**src/rtl/sum_accumulator_pkg.sv**
```systemverilog
`default_nettype none
// ============================================================================
// Module      : sum_accumulator_pkg
// Description : Shared constants, the FSM state type and the result-width
//               helper for the sum accumulator.
// Revision    : 1.0 - initial release
// ============================================================================
package sum_accumulator_pkg;

    // Width of one adder sum (0..510)
    localparam int SUM_W = 9;

    // IDLE: no samples held; ACCUM: 1..NUM_SAMPLES-1 samples held
    typedef enum logic [0:0] {
        IDLE  = 1'b0,
        ACCUM = 1'b1
    } state_t;

    // Smallest result width that holds num_samples worst-case sums exactly
    function automatic int min_acc_w(input int num_samples);
        return SUM_W + $clog2(num_samples);
    endfunction

endpackage
`default_nettype wire

```
**src/rtl/sum_accumulator_sync_fifo.sv**
```systemverilog
`default_nettype none
// ============================================================================
// Module      : sync_fifo
// Description : Single-clock FIFO with count-based full/empty and a
//               same-cycle push+pop allowed when full. Head reads as zero
//               while the FIFO is empty.
// Revision    : 1.0 - initial release
// ============================================================================
module sync_fifo #(
    parameter int WIDTH = 16,
    parameter int DEPTH = 4
) (
    input  logic             clk,
    input  logic             reset,
    input  logic             wr_en,
    input  logic [WIDTH-1:0] wr_data,
    input  logic             rd_en,
    output logic [WIDTH-1:0] rd_data,
    output logic             empty,
    output logic             full
);

    localparam int            AW       = (DEPTH > 1) ? $clog2(DEPTH) : 1;
    localparam logic [AW:0]   FULL_CNT = (AW+1)'(DEPTH);

    logic [WIDTH-1:0] r_mem [DEPTH];
    logic [AW-1:0]    r_wr_ptr;
    logic [AW-1:0]    r_rd_ptr;
    logic [AW:0]      r_count;
    logic             w_wr;
    logic             w_rd;

    assign empty   = (r_count == '0);
    assign full    = (r_count == FULL_CNT);
    // A pop frees a slot in the same cycle, so a full FIFO still accepts a push then
    assign w_rd    = rd_en && !empty;
    assign w_wr    = wr_en && (!full || w_rd);
    assign rd_data = empty ? '0 : r_mem[r_rd_ptr];

    // Storage array; contents are don't-care until written
    always_ff @(posedge clk) begin
        if (w_wr) begin
            r_mem[r_wr_ptr] <= wr_data;
        end
    end

    // Pointers and occupancy count
    always_ff @(posedge clk) begin
        if (reset) begin
            r_wr_ptr <= '0;
            r_rd_ptr <= '0;
            r_count  <= '0;
        end else begin
            if (w_wr) r_wr_ptr <= r_wr_ptr + 1'b1;
            if (w_rd) r_rd_ptr <= r_rd_ptr + 1'b1;
            case ({w_wr, w_rd})
                2'b10:   r_count <= r_count + 1'b1;
                2'b01:   r_count <= r_count - 1'b1;
                default: r_count <= r_count;
            endcase
        end
    end

endmodule
`default_nettype wire

```
**src/rtl/sum_accumulator.sv**
```systemverilog
`default_nettype none
// ============================================================================
// Module      : sum_accumulator
// Description : Accumulates NUM_SAMPLES adder sums per batch and queues each
//               batch total in a result FIFO; sticky overflow on drops.
// Revision    : 1.0 - initial release
// ============================================================================
module sum_accumulator
    import sum_accumulator_pkg::*;
#(
    parameter int NUM_SAMPLES = 4,
    parameter int FIFO_DEPTH  = 4,
    parameter int ACC_W       = 16
) (
    input  logic             clk,
    input  logic             reset,
    input  logic             in_valid,
    input  logic [SUM_W-1:0] in_sum,
    input  logic             clr,
    output logic             out_valid,
    input  logic             out_ready,
    output logic [ACC_W-1:0] out_data,
    output logic             busy,
    output logic             overflow
);

    localparam int                C_CNT_W = $clog2(NUM_SAMPLES);
    localparam logic [C_CNT_W-1:0] C_LAST  = C_CNT_W'(NUM_SAMPLES - 1);

    generate
        if (ACC_W < min_acc_w(NUM_SAMPLES)) begin : g_bad_acc_w
            $error("sum_accumulator: ACC_W too small for NUM_SAMPLES");
        end
        if (FIFO_DEPTH < 2 || (FIFO_DEPTH & (FIFO_DEPTH - 1)) != 0) begin : g_bad_depth
            $error("sum_accumulator: FIFO_DEPTH must be a power of two >= 2");
        end
        if (NUM_SAMPLES < 2 || NUM_SAMPLES > 64) begin : g_bad_samples
            $error("sum_accumulator: NUM_SAMPLES must be 2..64");
        end
    endgenerate

    state_t               r_state, w_state_nxt;
    logic [C_CNT_W-1:0]   r_count, w_count_nxt;
    logic [ACC_W-1:0]     r_acc,   w_acc_nxt;
    logic [ACC_W-1:0]     w_sum_ext;
    logic                 w_push;
    logic [ACC_W-1:0]     w_push_data;
    logic                 w_full;
    logic                 w_empty;
    logic                 w_pop;
    logic                 r_overflow;

    assign w_sum_ext = {{(ACC_W-SUM_W){1'b0}}, in_sum};
    assign busy      = (r_state == ACCUM);
    assign out_valid = !w_empty;
    assign w_pop     = out_valid && out_ready;
    assign overflow  = r_overflow;

    // State, sample count and running sum registers
    always_ff @(posedge clk) begin
        if (reset) begin
            r_state <= IDLE;
            r_count <= '0;
            r_acc   <= '0;
        end else begin
            r_state <= w_state_nxt;
            r_count <= w_count_nxt;
            r_acc   <= w_acc_nxt;
        end
    end

    // Next-state: clr restarts the batch (with the current sample if present);
    // the last sample pushes acc+in_sum and returns to IDLE
    always_comb begin
        w_state_nxt = r_state;
        w_count_nxt = r_count;
        w_acc_nxt   = r_acc;
        w_push      = 1'b0;
        w_push_data = r_acc + w_sum_ext;
        if (clr) begin
            if (in_valid) begin
                w_state_nxt = ACCUM;
                w_count_nxt = C_CNT_W'(1);
                w_acc_nxt   = w_sum_ext;
            end else begin
                w_state_nxt = IDLE;
                w_count_nxt = '0;
                w_acc_nxt   = '0;
            end
        end else if (in_valid) begin
            case (r_state)
                IDLE: begin
                    w_state_nxt = ACCUM;
                    w_count_nxt = C_CNT_W'(1);
                    w_acc_nxt   = w_sum_ext;
                end
                ACCUM: begin
                    if (r_count == C_LAST) begin
                        w_push      = 1'b1;
                        w_state_nxt = IDLE;
                        w_count_nxt = '0;
                        w_acc_nxt   = '0;
                    end else begin
                        w_count_nxt = r_count + 1'b1;
                        w_acc_nxt   = r_acc + w_sum_ext;
                    end
                end
                default: begin
                    w_state_nxt = IDLE;
                    w_count_nxt = '0;
                    w_acc_nxt   = '0;
                end
            endcase
        end
    end

    // Sticky flag: a completed batch found the FIFO full with no pop to make room
    always_ff @(posedge clk) begin
        if (reset) begin
            r_overflow <= 1'b0;
        end else if (w_push && w_full && !w_pop) begin
            r_overflow <= 1'b1;
        end
    end

    sync_fifo #(
        .WIDTH (ACC_W),
        .DEPTH (FIFO_DEPTH)
    ) u_fifo (
        .clk     (clk),
        .reset   (reset),
        .wr_en   (w_push),
        .wr_data (w_push_data),
        .rd_en   (out_ready),
        .rd_data (out_data),
        .empty   (w_empty),
        .full    (w_full)
    );

endmodule
`default_nettype wire
```
**config.mk**
```make
export PLATFORM = sky130hd
export DESIGN_NAME = sum_accumulator
export DESIGN_NICKNAME = d
export VERILOG_FILES = /design/src/rtl/sum_accumulator_pkg.sv /design/src/rtl/sum_accumulator_sync_fifo.sv /design/src/rtl/sum_accumulator.sv
export SDC_FILE = /design/constraint.sdc
export NUM_CORES = 1
export LEC_CHECK = 0
export BUFFER_PORTS_ARGS = -buffer_cell sky130_fd_sc_hd__buf_2
export CAP_MARGIN = 40
export CORE_MARGIN = 4
export CORE_UTILIZATION = 45
export DETAILED_ROUTE_END_ITERATION = 6
export HOLD_SLACK_MARGIN = 0.03
export PLACE_DENSITY_LB_ADDON = 0.1
export SYNTH_ARGS = -nofsm -noshare
export SYNTH_HDL_FRONTEND = slang
export SYNTH_SLANG_ARGS = --single-unit
```
**constraint.sdc**
```tcl
create_clock -name clk -period 6 [get_ports clk]
set_clock_uncertainty 0.15 [all_clocks]
set_input_delay 0.3 -clock clk [delete_from_list [all_inputs] [get_ports clk]]
set_output_delay 0.3 -clock clk [all_outputs]
set_load 0.02 [all_outputs]
```
==> results.md, run 1 <==
- Count of final max-slew check failures: 0
- IO Port Bufs: 32
- Max cap viols: 0
- Final WL: 8140 um
- Crit Path Max Fanout: 18
- Initial antenna violation count: 0
- Layout cells sized above 1: 19.4%
- Vias: 2704
- Post-synth top area share: 44.4%
- FP Rows: 35
- Clock power share: 34.6%
- Final hold vios: 0
- Crit start category: register
- Root Driver: clkbuf_8
- Area Overhead vs Synth: 11.5%
- CTS Buffer Depth: 2
- CTS buffer count: 9
- Gate power share: 7.5%
- Clk slew on worst S/H paths: 0.09 ns
- Post-DR wirelength/cell: 16.3 um
- Hold Path Depth: 3
- CP peak stage delay: 0.49 ns
- DIE HEIGHT: 106 um
- DR pass1 iterations: 4
- HPWL after DPL: 5690 um
- Die width: 106 um
- Vias in the first global route: 2675
- Routability Congestion: 0.790
- First-pass GRT wire length: 13500 um
- Sw Ratio: 23.5%
- Crit path kind: reg2reg
- Top FF cell, synth: edfxtp_1
- Max Used Layer: met4
- Commonest cells post-synth: edfxtp_1, dfxtp_1, nor2_1, and2_1, nand2_1
- Ant diodes: 0
- Cell Count, Final, Fillers Out: 501
- CP endpoint kind: register
- Final setup vio count: 0
- Seq cells post-synth: 93
- Outcome: finished clean
- Sequential area share after synthesis: 57.8%
- Worst-Skew Late Latency: 0.35 ns
- Tcrit/Tclk final: 44.0%
- Number of flops mapped to enable cells by yosys: 64
- Vias per std cell: 5.40
- Setup ws final: 3.36 ns
- Post-synth net total: 365
- Dpl ws: 3.23 ns
- Total track usage: 15.4%
- RR Endpoint: u_fifo.r_count[2]
- GR Overflow Total: 0
- Hold buffers post-CTS: 0
- Max VDD drop: 108 uV
- Most used cell, CP: or3_1
- Placed cell count: 485
- Post-cts sizing count: 0
- Fraction of registers with async set/reset: 0%
- Mapped Area: 4330 um^2
- Met2 WL: 3830 um
- Residual DRC: 0
- R2R Path Start: u_fifo.r_count[0]
- PD cells: 250 nW/um^2
- NetSw: 0.000284 W
- Max-slew headroom: 45.6%
- CP Cell Sequence: or3_1 -> and2_1 -> ha_1 -> inv_1 -> fa_1 -> xor2_1 -> or3_1 -> a21oi_1
- FMAX: 378 MHz
- Synth area leaders: edfxtp_1, dfxtp_1, mux4_2
- Internal power: 0.000924 W
- Ports: 33
- H-tree depth: 3
- Initial Util: 46.6%
- Mapped Cells: 334
- Die ar.: 11300 um^2
- Delay-heaviest family, CP: simple AND/OR/NAND/NOR gates
- Leak pwr: 1.72 nW
- DRT antenna net count: 0
- Flop pwr share: 57.9%
- Most common cell in the netlist: edfxtp_1
- WP data arrival: 2.78 ns
- RSZ-0062 raised after global routing: false
- Largest net degree at the start of global routing: 25
- Worst Hold Endpoint: r_acc[3]
- Worst hold start: in_sum[3]
- Core ar.: 9280 um^2
- Fin Setup TNS: 0 ns
- CTS tree: done
- Met3 WL: 319 um
- Yosys cell types: 44
- Warning count from the yosys run: 0
- M1 wire length: 3910 um
- Fin nets: 398
- Synth area leader: edfxtp_1
- WP depth: 8
- Postcts setup bufs: 0
- Critical Path RT: 6.13 ns
- Least-Margin Pin Slew: 0.816 ns
- Crit path time final: 2.64 ns
- Mean Syn Cell Area: 13.0 um^2
- Reg-to-reg slack, setup: 3.36 ns
- Worst min path class: in2reg
- CP Buf/Inv Count: 1
- DRT iter0 DRCs: 105
- Reg2reg path depth: 8
- CTS sink cnt: 93
- Slowest CP cell: or3_1
[sequential cells by signal (all words and copies together), names as in the netlist, named ones only]
name / count
r_count: 2
u_fifo.r_rd_ptr: 2
u_fifo.r_wr_ptr: 2
busy: 1
u_fifo.r_mem: 64
u_fifo.r_count: 3
overflow: 1
r_acc: 16
[metrics by stage]
step           power [W]  hold slack [ns]  instance area (um^2)  utilization [%]
2_1_floorplan   0.000778            0.286                  4330                -
3_3_place_gp    0.000802            0.294                  4600             49.5
3_5_place_dp    0.000804            0.303                  4630             49.9
4_1_cts          0.00122           0.0676                  4830             52.0
5_1_grt          0.00126            0.104                  4830             52.0
6_report         0.00121           0.0852                  4830             52.0
[power groups by stage]
stage | Combinational, W | Sequential [W] | Clock [W]
floorplan | 0.0000642 | 0.000714 | 0
global placement | 0.0000884 | 0.000714 | 0
detailed placement | 0.0000901 | 0.000714 | 0
CTS | 0.0000907 | 0.000699 | 0.000430
global route | 0.000103 | 0.000700 | 0.000457
finish | 0.0000905 | 0.000699 | 0.000417
[worst reg2reg max path, stage by stage, from the launching register on]
cell	delay, ns
dfxtp_1	0.39
or3_1	0.49
and2_1	0.29
ha_1	0.21
inv_1	0.06
fa_1	0.38
xor2_1	0.15
or3_1	0.31
a21oi_1	0.14
[layout by cell type (no fill, tap or decap), types with 4 or more instances in the layout]
| master | instances |
|---|---|
| edfxtp_1 | 64 |
| buf_2 | 33 |
| dfxtp_1 | 29 |
| nor2_1 | 23 |
| and2_1 | 22 |
| nand2_1 | 18 |
| a21oi_1 | 17 |
| mux4_2 | 16 |
| ha_1 | 15 |
| o21ai_0 | 12 |
| inv_1 | 9 |
| xor2_1 | 9 |
| clkbuf_8 | 9 |
| nand3_1 | 8 |
| xnor2_1 | 8 |
| o211ai_1 | 7 |
| nor2b_1 | 5 |
| nor3_1 | 5 |
| a22oi_1 | 5 |
| or3_1 | 4 |
| a21o_1 | 4 |
| or4_1 | 4 |
[cell type report]
type	count	area (um^2)
multi-input combinational	217	1730
fill	841	4450
inverter	9	33.8
clock buffer	10	128
timing repair buffer	37	210
clock inverter	6	68.8
tap	129	161
sequential	93	2500
[kinds of logic (layout without fill, tap and decap cells)]
| group | count (synthesis) | count (layout) | synth area share [%] |
|---|---|---|---|
| muxes | 18 | 18 | 8.78 |
| adders and majority gates | 17 | 17 | 5.26 |
| xor gates and xnor gates | 17 | 17 | 3.44 |
| and+or+nand+nor | 100 | 100 | 12.2 |
| buffers and inverters | 24 | 62 | 2.37 |
| AOI/OAI and AO/OA | 65 | 65 | 10.1 |
| DFF | 93 | 93 | 57.8 |
[routing by layer]
layer	global-route usage, %	vias to the layer above
met3	3.64	8
li1	-	1334
met5	0	-
met1	21.1	1306
met4	3.89	0
met2	24.7	56
[worst max path at each step]
stage | to | from | slack (ns)
2_1_floorplan | u_fifo.r_mem[0][12] | in_sum[0] | 3.57
3_3_place_gp | u_fifo.r_mem[2][12] | in_sum[0] | 3.26
3_5_place_dp | u_fifo.r_mem[2][10] | in_sum[0] | 3.23
4_1_cts | u_fifo.r_count[2] | u_fifo.r_count[0] | 3.30
5_1_grt | u_fifo.r_count[2] | u_fifo.r_count[0] | 3.05
6_report | u_fifo.r_count[2] | u_fifo.r_count[0] | 3.36
No activity file was read; power rests on OpenSTA's default activity.
==> inputs of run 2 (changes only) <==
clock period = 2.3 ns   (was 6 ns; I/O delays follow)
==> results.md, run 2 (synthesis results as in run 1) <==
- R2R Path Start: r_acc[0] (was u_fifo.r_count[0])
- Initial Util: 46.6% (unchanged)
- Reg2reg path depth: 7 (was 8)
- Crit Path Max Fanout: 4 (was 18)
- Final hold vios: 0 (unchanged)
- Clk slew on worst S/H paths: 0.10 ns (was 0.09 ns)
- Slowest CP cell: fa_2 (was or3_1)
- Met3 usage: 3.34% (was 3.64%)
- Reg-to-reg slack, setup: 0.09 ns (was 3.36 ns)
- M2 GR Usage: 25.9% (was 24.7%)
- FP Rows: 35 (unchanged)
- Core ar.: 9280 um^2 (unchanged)
- Busiest grt layer: met2 (unchanged)
- DRT iter0 DRCs: 156 (was 105)
- CTS buffer count: 9 (unchanged)
- DR pass1 iterations: 4 (unchanged)
- FMAX: 453 MHz (was 378 MHz)
- Outcome: finished clean (unchanged)
- Post-DR wirelength/cell: 16.0 um (was 16.3 um)
- Crit path to: u_fifo.r_mem[1][12] (was u_fifo.r_count[2])
- IO Port Bufs: 32 (unchanged)
- Register name with the most flops: u_fifo.r_mem (unchanged)
- Vias in the first global route: 2929 (was 2675)
- H-tree depth: 3 (unchanged)
- Die width: 106 um (unchanged)
- Max reg flops: 64 (unchanged)
- Total track usage: 16.2% (was 15.4%)
- Vias per std cell: 5.30 (was 5.40)
- Worst-Skew Late Latency: 0.35 ns (about the same)
- Die ar.: 11300 um^2 (unchanged)
- Ant diodes: 0 (unchanged)
- Final setup vio count: 0 (unchanged)
- PD cells: 639 nW/um^2 (was 250 nW/um^2)
- Count of final max-slew check failures: 0 (unchanged)
- Fin Setup TNS: 0 ns (unchanged)
- Top Registers: u_fifo.r_mem x64, r_acc x16, u_fifo.r_count x3 (unchanged)
- Worst hold slack: 0.0481 ns (was 0.0852 ns)
- Crit path time final: 2.21 ns (was 2.64 ns)
- Critical Path RT: 2.25 ns (was 6.13 ns)
- Max-slew headroom: 65.2% (was 45.6%)
- Cell Count, Final, Fillers Out: 543 (was 501)
- WP data arrival: 2.16 ns (was 2.78 ns)
- Worst min path class: in2reg (unchanged)
- CTS Buffer Depth: 2 (unchanged)
- Max cap viols: 0 (unchanged)
- Crit path launch: r_acc[0] (was u_fifo.r_count[0])
- CP endpoint kind: register (unchanged)
- CP peak stage delay: 0.35 ns (was 0.49 ns)
- CTS tree: done (unchanged)
- Commonest non-fill, non-tap cell in the layout: edfxtp_1 (unchanged)
- HPWL after DPL: 5940 um (was 5690 um)
- Largest net degree at the start of global routing: 25 (unchanged)
- Tcrit/Tclk final: 96.0% (was 44.0%)
- Ports: 33 (unchanged)
- Dpl ws: -0.0309 ns (was 3.23 ns)
- Max VDD drop: 355 uV (was 108 uV)
- Layout cells sized above 1: 30.7% (was 19.4%)
- CP Cell Sequence: ha_2 -> fa_2 -> a211oi_2 -> o21ai_2 -> a221oi_4 -> nor2_1 -> xor2_2 (was or3_1 -> and2_1 -> ha_1 -> inv_1 -> fa_1 -> xor2_1 -> or3_1 -> a21oi_1)
- DRT antenna net count: 0 (unchanged)
- Residual DRC: 0 (unchanged)
- Initial antenna violation count: 0 (unchanged)
- CTS sink cnt: 93 (unchanged)
- Least-Margin Pin Slew: 0.521 ns (was 0.816 ns)
- Placed cell count: 515 (was 485)
- Routability Congestion: 0.788 (was 0.790)
- Vias: 2879 (was 2704)
- RR Endpoint: u_fifo.r_mem[1][12] (was u_fifo.r_count[2])
- Root Driver: clkbuf_8 (unchanged)
- RSZ-0062 raised after global routing: true (was false)
- First-pass GRT wire length: 14500 um (was 13500 um)
- Final WL: 8680 um (was 8140 um)
- Leak pwr: 1.96 nW (was 1.72 nW)
- Most frequent cells in the layout: edfxtp_1, buf_4, buf_2 (was edfxtp_1, buf_2, dfxtp_1)
- GR Overflow Total: 0 (unchanged)
- DIE HEIGHT: 106 um (unchanged)
- Area Overhead vs Synth: 22.3% (was 11.5%)
- Crit start category: register (unchanged)
- Footprint of the multi-input gates: 1830 um^2 (was 1730 um^2)
- Fin nets: 440 (was 398)
- Crit path kind: reg2reg (unchanged)
- Met1 GRT Util: 22.8% (was 21.1%)
- Setup ws final: 0.0917 ns (was 3.36 ns)
- Filler Cell Count: 812 (was 841)
- Register area: 2500 um^2 (about the same)
[run 2: cell count changes in the layout (fill, tap and decap cells not counted), moves of 4 or more]
cell / previous run / this run
buf_4: 2 / 37
dlygate4sd3_1: 0 / 10
ha_1: 15 / 10
a21oi_1: 17 / 13
a21oi_2: 0 / 4
ha_2: 0 / 4
[run 2: layout make-up]
type	count	share of cell area [%]
Clock buffer	9	2.34
Clock inverter	7	1.96
Inverter	9	0.638
Multi-Input combinational cell	217	34.6
Sequential cell	93	47.3
Tap cell	129	3.05
Timing Repair Buffer	79	10.2
[run 2: where the power goes]
part           leakage (nW)  total [W]  switching, W  internal, W
Clock                 0.116    0.00124      0.000607     0.000632
Combinational          1.04   0.000319      0.000178     0.000141
Sequential            0.808    0.00182    0.00000936      0.00182
Total                  1.96    0.00338      0.000795      0.00259
[run 2: repair_timing]
item | in CTS | in global routing
endpoints found under the setup margin | 13 | 35
pin swaps | 3 | 5
endpoints found under the hold margin | 10 | 0
hold buffers | 10 | 0
resized for setup | 2 | 21
buffers inserted | 0 | 2
[run 2: critical path: cells and delay by family, from the launching register on]
| kind | cells | cell delay [ns] |
|---|---|---|
| AO/OA/AOI/OAI | 3 | 0.65 |
| adder cells (fa/ha/maj) | 2 | 0.53 |
| flip-flops | 1 | 0.33 |
| XOR/XNOR | 1 | 0.17 |
| AND/OR/NAND/NOR | 1 | 0.13 |
[run 2: worst min-delay path by stage]
stage / cells after the start / to / from
CTS: 2 / register / reset
global placement: 3 / r_acc[3] / in_sum[3]
detailed placement: 3 / r_acc[3] / in_sum[3]
global route: 2 / u_fifo.r_mem[3][0] / in_sum[0]
floorplan: 2 / r_acc[3] / in_sum[3]
finish: 4 / register / out_ready
[run 2: stage by stage]
| stage | power [W] | util, % | instance area (um^2) |
|---|---|---|---|
| floorplan | 0.00204 | - | 4350 |
| global placement | 0.00214 | 52.4 | 4860 |
| detailed placement | 0.00215 | 52.4 | 4860 |
| CTS | 0.00340 | 56.0 | 5200 |
| global route | 0.00353 | 57.0 | 5300 |
| finish | 0.00338 | 57.0 | 5300 |
[run 2: routing by layer]
metal,up-vias,wire length [um]
met3,2,334
met5,-,0
met1,1411,4220
met4,0,41
li1,1412,-
met2,54,4080
==> inputs of run 3 (changes only) <==
SYNTH_HIERARCHICAL = 1   (was default)
==> results.md, run 3 <==
- Mapped Area: 4510 um^2 (was 4330 um^2)
- Synth area leaders: edfxtp_1, dfxtp_1, mux4_2 (unchanged)
- NetSw: 0.000730 W (was 0.000795 W)
- DRT antenna net count: 0 (unchanged)
- Vias in the first global route: 3034 (was 2929)
- Crit Path Max Fanout: 5 (was 4)
- RSZ-0062 raised after global routing: true (unchanged)
- Clk slew on worst S/H paths: 0.08 ns (was 0.10 ns)
- Most frequent cells in the layout: edfxtp_1, buf_4, buf_2 (unchanged)
- FMAX: 438 MHz (was 453 MHz)
- Top FF cell, synth: edfxtp_1 (unchanged)
- H-tree depth: 3 (unchanged)
- Placed cell count: 535 (was 515)
- Sequential area share after synthesis: 55.5% (was 57.8%)
- Area Overhead vs Synth: 22.3% (about the same)
- CTS Buffer Depth: 2 (unchanged)
- Post-synth net total: 382 (was 365)
- Dpl ws: -0.125 ns (was -0.0309 ns)
- Power, Total: 0.00329 W (was 0.00338 W)
- DRT iter0 DRCs: 154 (was 156)
- Ports: 33 (unchanged)
- Max-slew headroom: 66.8% (was 65.2%)
- Register area: 2510 um^2 (was 2500 um^2)
- Hold Path Depth: 2 (was 4)
- Top Registers: u_fifo/r_mem x64, r_acc x16, u_fifo/r_count x3 (was u_fifo.r_mem x64, r_acc x16, u_fifo.r_count x3)
- Final WL: 9360 um (was 8680 um)
- Max reg flops: 64 (unchanged)
- Count of final max-slew check failures: 0 (unchanged)
- Final setup vio count: 0 (unchanged)
- Reg2reg path depth: 8 (was 7)
- Tcrit/Tclk final: 99.2% (was 96.0%)
- Largest net degree at the start of global routing: 22 (was 25)
- FP Rows: 36 (was 35)
- Sw Ratio: 22.2% (was 23.5%)
- CP endpoint kind: register (unchanged)
- Leak pwr: 2.01 nW (was 1.96 nW)
- Final hold vios: 0 (unchanged)
- Commonest cells post-synth: edfxtp_1, dfxtp_1, nand2_1, nor2_1, nor2b_1 (was edfxtp_1, dfxtp_1, nor2_1, and2_1, nand2_1)
- Residual DRC: 0 (unchanged)
- Post-DR wirelength/cell: 16.5 um (was 16.0 um)
- Flop pwr share: 55.4% (was 53.9%)
- Critical Path RT: 2.43 ns (was 2.25 ns)
- Vias: 3037 (was 2879)
- Warning count from the yosys run: 6 (was 0)
- Mean Syn Cell Area: 12.8 um^2 (was 13.0 um^2)
- Most used cell, CP: buf_4
- Die width: 108 um (was 106 um)
- Routability Congestion: 0.809 (was 0.788)
- Crit path time final: 2.28 ns (was 2.21 ns)
- DR pass1 iterations: 4 (unchanged)
- CP Cell Sequence: dlygate4sd3_1 -> buf_2 -> ha_1 -> buf_4 -> o211ai_2 -> o21ai_2 -> a41oi_4 -> buf_4 -> or4b_1 -> a31oi_1 (was ha_2 -> fa_2 -> a211oi_2 -> o21ai_2 -> a221oi_4 -> nor2_1 -> xor2_2)
- Fin nets: 461 (was 440)
- Worst-Skew Late Latency: 0.36 ns (was 0.35 ns)
- Clock power share: 34.4% (was 36.6%)
- GR Overflow Total: 0 (unchanged)
- Number of flops mapped to enable cells by yosys: 64 (unchanged)
- Seq cells post-synth: 93 (unchanged)
- Fraction of registers with async set/reset: 0% (unchanged)
- CTS sink cnt: 93 (unchanged)
- Ant diodes: 0 (unchanged)
- Commonest non-fill, non-tap cell in the layout: edfxtp_1 (unchanged)
- Gate power share: 10.2% (was 9.4%)
- First-pass GRT wire length: 15300 um (was 14500 um)
- Register name with the most flops: u_fifo/r_mem (was u_fifo.r_mem)
- Mapped Cells: 351 (was 334)
- Core ar.: 9770 um^2 (was 9280 um^2)
- Yosys cell types: 56 (was 44)
- Filler Cell Count: 822 (was 812)
- Cell Count, Final, Fillers Out: 568 (was 543)
- Post-synth top area share: 42.6% (was 44.4%)
- CTS buffer count: 9 (unchanged)
- Die ar.: 11700 um^2 (was 11300 um^2)
- Slowest CP cell: dlygate4sd3_1 (was fa_2)
- Setup ws final: 0.0181 ns (was 0.0917 ns)
- IO Port Bufs: 32 (unchanged)
- Crit path kind: in2reg (was reg2reg)
- Root Driver: clkbuf_8 (unchanged)
- CTS tree: done (unchanged)
- HPWL after DPL: 6440 um (was 5940 um)
- CP peak stage delay: 0.52 ns (was 0.35 ns)
- Internal power: 0.00256 W (was 0.00259 W)
- Most common cell in the netlist: edfxtp_1 (unchanged)
- Footprint of the multi-input gates: 2000 um^2 (was 1830 um^2)
- Max cap viols: 0 (unchanged)
- Least-Margin Pin Slew: 0.495 ns (was 0.521 ns)
- DIE HEIGHT: 108 um (was 106 um)
- Total track usage: 17.2% (was 16.2%)
- Layout cells sized above 1: 29.7% (was 30.7%)
- Worst min path class: in2reg (unchanged)
- PD cells: 597 nW/um^2 (was 639 nW/um^2)
- Max VDD drop: 248 uV (was 355 uV)
- Vias per std cell: 5.35 (was 5.30)
- Initial Util: 46.1% (was 46.6%)
- WP data arrival: 2.41 ns (was 2.16 ns)
- Outcome: finished clean (unchanged)
- Synth area leader: edfxtp_1 (unchanged)
- Crit start category: primary input (was register)
- Initial antenna violation count: 0 (unchanged)
==> run 3: kinds of logic after synthesis <==
family | after synthesis | synth area share, %
xor+xnor | 14 | 2.72
fa+ha+maj | 17 | 5.05
flops | 93 | 55.5
compound gates | 70 | 10.9
simple gates | 111 | 13.6
buf+inv | 27 | 3.03
mux | 19 | 9.19
==> run 3: area by class of cell <==
cell class,instances,share of cell area [%]
Sequential cell,93,45.5
Multi-Input combinational cell,231,36.3
Timing Repair Buffer,84,10.6
Clock buffer,13,3.09
Tap cell,133,3.02
Clock inverter,3,0.772
Inverter,11,0.749
==> run 3: routing by layer <==
layer / wire [um] / GRT usage (%) / vias to the layer above
met4: 202 / 6.67 / 0
li1: - / - / 1483
met1: 4470 / 24.0 / 1475
met3: 323 / 3.16 / 14
met2: 4370 / 26.8 / 65
met5: 0 / 0 / -
==> run 3: power by group through the flow <==
stage	Sequential, W	Clock [W]	Combinational, W
floorplan	0.00186	0	0.000178
global placement	0.00186	0	0.000283
detailed placement	0.00186	0	0.000288
CTS	0.00182	0.00118	0.000316
global route	0.00182	0.00126	0.000370
finish	0.00182	0.00113	0.000336
==> run 3: timing repair <==
| item | 4_1_cts | 5_1_grt |
|---|---|---|
| pin swaps | 2 | 4 |
| endpoints found under the setup margin | 32 | 41 |
| buffers inserted | 1 | 3 |
| endpoints found under the hold margin | 14 | 0 |
| resized for setup | 7 | 14 |
| hold buffers | 13 | 0 |
==> run 3: per-stage QoR <==
stage,instance area (um^2),hold slack [ns],utilization [%],setup TNS [ns]
finish,5510,0.0499,56.4,0
global route,5510,0.0500,56.4,-0.261
CTS,5410,0.0369,55.4,0
detailed placement,5030,0.262,51.4,-1.45
global placement,5030,0.263,51.4,-0.476
floorplan,4530,0.128,-,0
==> run 3: worst max-delay path, delay by kind of cell <==
family | cells | cell delay (ns)
buffers and inverters | 4 | 0.94
AOI/OAI and AO/OA | 4 | 0.62
and+or+nand+nor | 1 | 0.45
adders and majority gates | 1 | 0.29
==> run 3: path summary, 6_finish.rpt <==
kind	from	to	slack, ns
setup / recovery	in_sum[3]	r_acc[12]	0.02
hold / removal	in_sum[0]	u_fifo/r_mem[3][0]	0.05
setup reg to reg	r_acc[0]	r_acc[12]	0.06
hold reg to reg	overflow	overflow	0.34
